==> src/rtl/elevator_scheduler.sv <==
// elevator_scheduler: LOOK-style up/down sweep scheduler for an elevator car.
// Inputs : clk, reset (sync, active-low), call_mask (pending call per floor).
// Outputs: cur_floor, dir_up, moving, door_open, idle (all registered state),
//          clr_valid/clr_floor (one-cycle clear request to the call register file).
module elevator_scheduler #(
  parameter int NUM_FLOORS    = 8,
  parameter int FLOOR_BITS    = 3,
  parameter int TRAVEL_CYCLES = 4,
  parameter int DOOR_CYCLES   = 8
) (
  input  logic                  clk,
  input  logic                  reset,
  input  logic [NUM_FLOORS-1:0] call_mask,
  output logic [FLOOR_BITS-1:0] cur_floor,
  output logic                  dir_up,
  output logic                  moving,
  output logic                  door_open,
  output logic                  idle,
  output logic                  clr_valid,
  output logic [FLOOR_BITS-1:0] clr_floor
);
  localparam int MAXC = TRAVEL_CYCLES > DOOR_CYCLES ? TRAVEL_CYCLES : DOOR_CYCLES;
  localparam int CW   = $clog2(MAXC);
  typedef enum logic [1:0] {IDLE, MOVE, DOOR} state_t;
  state_t                state_q, state_d;
  logic [FLOOR_BITS-1:0] floor_q, floor_d, clr_floor_q, clr_floor_d, nxt;
  logic                  dir_q, dir_d, clr_q, clr_d;
  logic                  above, below, here, ahead_nxt;
  logic [CW-1:0]         cnt_q, cnt_d;
  function automatic logic beyond(input logic [NUM_FLOORS-1:0] m,
                                  input logic [FLOOR_BITS-1:0] f, input logic up);
    beyond = 1'b0;
    for (int i = 0; i < NUM_FLOORS; i++)
      beyond = beyond | (m[i] & (up ? (i > int'(f)) : (i < int'(f))));
  endfunction
  always_comb begin
    above       = beyond(call_mask, floor_q, 1'b1);
    below       = beyond(call_mask, floor_q, 1'b0);
    here        = call_mask[floor_q];
    nxt         = dir_q ? floor_q + 1'b1 : floor_q - 1'b1;
    ahead_nxt   = beyond(call_mask, nxt, dir_q);
    state_d     = state_q;
    floor_d     = floor_q;
    dir_d       = dir_q;
    cnt_d       = cnt_q;
    clr_d       = 1'b0;
    clr_floor_d = clr_floor_q;
    case (state_q)
      IDLE: begin
        cnt_d = '0;
        if (here) begin
          state_d     = DOOR;
          clr_d       = 1'b1;
          clr_floor_d = floor_q;
        end else if (above || below) begin
          state_d = MOVE;
          // with calls on both sides keep the current sweep direction
          dir_d   = (above && below) ? dir_q : above;
        end
      end
      MOVE: begin
        if (cnt_q == CW'(TRAVEL_CYCLES - 1)) begin
          floor_d     = nxt;
          cnt_d       = '0;
          clr_d       = call_mask[nxt];
          clr_floor_d = nxt;
          state_d     = call_mask[nxt] ? DOOR : ahead_nxt ? MOVE : IDLE;
        end else cnt_d = cnt_q + 1'b1;
      end
      DOOR: begin
        // while our own clear is in flight the bit is still set; ignore it then
        if (!clr_q && here) begin
          cnt_d       = '0;
          clr_d       = 1'b1;
          clr_floor_d = floor_q;
        end else if (cnt_q == CW'(DOOR_CYCLES - 1)) state_d = IDLE;
        else cnt_d = cnt_q + 1'b1;
      end
      default: state_d = IDLE;
    endcase
  end
  always_ff @(posedge clk) begin
    if (!reset) begin
      state_q     <= IDLE;
      floor_q     <= '0;
      dir_q       <= 1'b1;
      cnt_q       <= '0;
      clr_q       <= 1'b0;
      clr_floor_q <= '0;
    end else begin
      state_q     <= state_d;
      floor_q     <= floor_d;
      dir_q       <= dir_d;
      cnt_q       <= cnt_d;
      clr_q       <= clr_d;
      clr_floor_q <= clr_floor_d;
    end
  end
  assign cur_floor = floor_q;
  assign dir_up    = dir_q;
  assign moving    = state_q == MOVE;
  assign door_open = state_q == DOOR;
  assign idle      = state_q == IDLE;
  assign clr_valid = clr_q;
  assign clr_floor = clr_floor_q;
endmodule

==> config.mk <==
export PLATFORM = sky130hd
export DESIGN_NAME = elevator_scheduler
export DESIGN_NICKNAME = d
export VERILOG_FILES = /design/src/rtl/elevator_scheduler.sv
export SDC_FILE = /design/constraint.sdc
export NUM_CORES = 1
export LEC_CHECK = 0
export BUFFER_PORTS_ARGS = -buffer_cell sky130_fd_sc_hd__clkbuf_2
export CAP_MARGIN = 15
export CORE_MARGIN = 2
export CORE_UTILIZATION = 55
export CTS_BUF_LIST = sky130_fd_sc_hd__clkbuf_16
export CTS_CLUSTER_DIAMETER = 100
export DETAILED_ROUTE_END_ITERATION = 7
export PLACE_DENSITY = 0.77
export SYNTH_ARGS = -nofsm -noshare
export SYNTH_HDL_FRONTEND = slang
export SYNTH_SLANG_ARGS = --single-unit
==> constraint.sdc <==
create_clock -name clk -period 3.4 [get_ports clk]
set_input_delay 0.68 -clock clk [delete_from_list [all_inputs] [get_ports clk]]
set_output_delay 0.68 -clock clk [all_outputs]
set_load 0.05 [all_outputs]
==> impl_metrics.json <==
{
  "run_status": "complete, no violations",
  "cts_setup_buffers": 0,
  "p_leak_nw": 0.674,
  "grt_pass1_wl_um": 5660,
  "hold_buffers": 0,
  "die_x_um": 54.2,
  "fillers": 210,
  "synth_nets": 199,
  "grt_setup_unrepaired": "false",
  "worstSkewPairLatency_ps": 240,
  "clkPwrFrac": 0.225,
  "vias": 1414,
  "via_per_inst": 6.37,
  "grt_pass1_vias": 1237,
  "comb_power_share": 0.549,
  "grt_max_degree": 19,
  "drc": 0,
  "place_area_mm2": 0.00149,
  "ir_drop_mv": 0.683,
  "critPathMaxFanout": 12,
  "synth-main-ff-cell": "dfxtp_1",
  "ys_types": 48,
  "coreArea_mm2": 0.00243,
  "h-tree-depth": 1,
  "nets": 217,
  "maxUsedRoutingLayer": "met4",
  "root_buffer": "clkbuf_16",
  "wl_met3_um": 257,
  "routabilityCongestion": 0.907,
  "setup_viol": 0,
  "critPathKind": "register to register",
  "worstSetupStartpointType": "register",
  "initial_core_util": 0.569,
  "r2r_start": "cur_floor[1]",
  "cts_buffer_depth": 2,
  "routedWlPerCell_um": 16.3,
  "fin_ws_ps": 570,
  "wl_um": 3620,
  "grt_usage": 0.268,
  "layout_common_cells": "inv_1 (20), clkbuf_2 (20), a21oi_1 (17)",
  "numClockSinks": 13,
  "synthCells": 175,
  "io_pins": 21,
  "fin_tns_setup_ps": 0,
  "drtIter0Drc": 47,
  "synth-seq-area-share": 0.188,
  "dr_wl_met2_um": 1760,
  "hold_path_class": "register to register",
  "antenna_cells": 0,
  "drive_above_1_share": 0.198,
  "drtPass1Iterations": 5,
  "antenna_left": 0,
  "min_from": "cnt_q[2]",
  "power.switching_w": 0.000450,
  "synth_area_mm2": 0.00138,
  "timing.final.crit_share": 0.832,
  "switching_share": 0.471,
  "synthArstFlopShare": 0,
  "yosys_warnings": 0,
  "cts_tree": "done",
  "syn_area_per_cell_um2": 7.91,
  "overflow": 0,
  "synth_edf_count": 0,
  "cellPowerDensity_mw_per_mm2": 611,
  "ctsResizeCount": 0,
  "fin_crit_ps": 2830,
  "fin_skew_ps": 1.92,
  "final_area_mm2": 0.00156,
  "dp_slack_ps": 631,
  "fp.dieH_um": 54.2,
  "cp.arrival_ps": 3010,
  "ys_ff_latch": 13,
  "die-area_mm2": 0.00293,
  "seq_power_share": 0.226,
  "cts_buffers": 3,
  "tightest_slew_ps": 539,
  "slew_headroom": 0.630,
  "maxCapViolations": 0,
  "internal-power_w": 0.000506,
  "crit_required_ps": 3580,
  "startpoint": "cur_floor[1]",
  "end_kind": "register",
  "clock.fmax_ghz": 0.353,
  "drt-met1-wl_um": 1520,
  "syn2layout_area_growth_pct": 13.0,
  "drv_slew": 0,
  "antenna_found_initial": 0,
  "dp_hpwl_um": 2630,
  "hold_viol": 0,
  "port_buffers": 20,
  "std_cell_rows": 18,
  "clk_pin_slew_worst_paths_ps": 40
}
stage by stage:
| stage | total power, W | cells | hold WS [ps] | utilization |
|---|---|---|---|---|
| 2_1_floorplan | 0.000616 | 175 | 468 | - |
| 3_3_place_gp | 0.000717 | 218 | 485 | 0.611 |
| 3_5_place_dp | 0.000729 | 218 | 489 | 0.611 |
| 4_1_cts | 0.000954 | 222 | 494 | 0.643 |
| 5_1_grt | 0.00101 | 222 | 509 | 0.643 |
| 6_report | 0.000955 | 222 | 501 | 0.643 |
path summary, 6_finish.rpt:
path         slack, ps  cells after the start          to
max                570                      8  state_q[0]
min                500                      2    cnt_q[2]
max reg2reg        570                      8  state_q[0]
min reg2reg        500                      2    cnt_q[2]
routing by layer:
| layer | track usage | vias to the layer above |
|---|---|---|
| met3 | 0.0639 | 11 |
| met4 | 0.0708 | 0 |
| li1 | - | 676 |
| met2 | 0.448 | 61 |
| met5 | 0 | - |
| met1 | 0.341 | 666 |
area by class of cell:
type                       count  area, um^2  share of cell area
timing repair buffer          21         108              0.0688
multi-input combinational    134        1000               0.642
clock buffer                   3        75.1              0.0480
inverter                      20        75.1              0.0480
clock inverter                 1        3.75             0.00240
sequential                    13         260               0.166
tap                           30        37.5              0.0240
cell usage after synthesis, types with 2 or more instances:
cell      instances  area share
a21oi_1          17       0.061
a22oi_1           2       0.011
a31oi_1           5       0.023
buf_2             2      0.0072
clkbuf_1          3      0.0081
dfxtp_1          13        0.19
ha_1             14        0.13
inv_1            19       0.052
mux2i_1           5       0.036
mux4_2            2       0.033
nand2_1          16       0.043
nand2b_1          3       0.014
nand3_1           5       0.018
nor2_1           12       0.033
nor2b_1           2      0.0090
nor3_1            3       0.011
o211a_1           2       0.014
o21ai_0           9       0.033
o21ai_1           3       0.011
o221a_1           2       0.016
o221a_2           3       0.024
o22a_1            2       0.013
o31ai_1           3       0.016
xnor2_1           4       0.025
worst max-delay path: stages (launching register included):
cell,delay [ps]
dfxtp_1,580
inv_1,170
ha_1,440
xnor2_1,440
mux4_2,390
mux2i_1,250
o211a_1,190
o32a_1,140
o221a_1,170
flip-flops by register name, indices dropped and copies added (netlist names):
signal     count
state_q        2
cnt_q          3
clr_valid      1
dir_up         1
cur_floor      3
clr_floor      3
cell families after synthesis:
kind of cell    Yosys count  synth area share
compound gates           62             0.338
mux                       9            0.0877
flops                    13             0.188
xor+xnor                  4            0.0253
fa+ha+maj                14             0.127
buf+inv                  28            0.0859
simple gates             45             0.148
power groups by stage:
stage / clock network, W / registers [W] / logic (W)
4_1_cts: 0.000218 / 0.000216 / 0.000521
3_5_place_dp: 0 / 0.000217 / 0.000511
2_1_floorplan: 0 / 0.000277 / 0.000339
3_3_place_gp: 0 / 0.000216 / 0.000501
6_report: 0.000215 / 0.000216 / 0.000525
5_1_grt: 0.000225 / 0.000221 / 0.000565
Note: power is estimated with default switching activity, not from simulation.
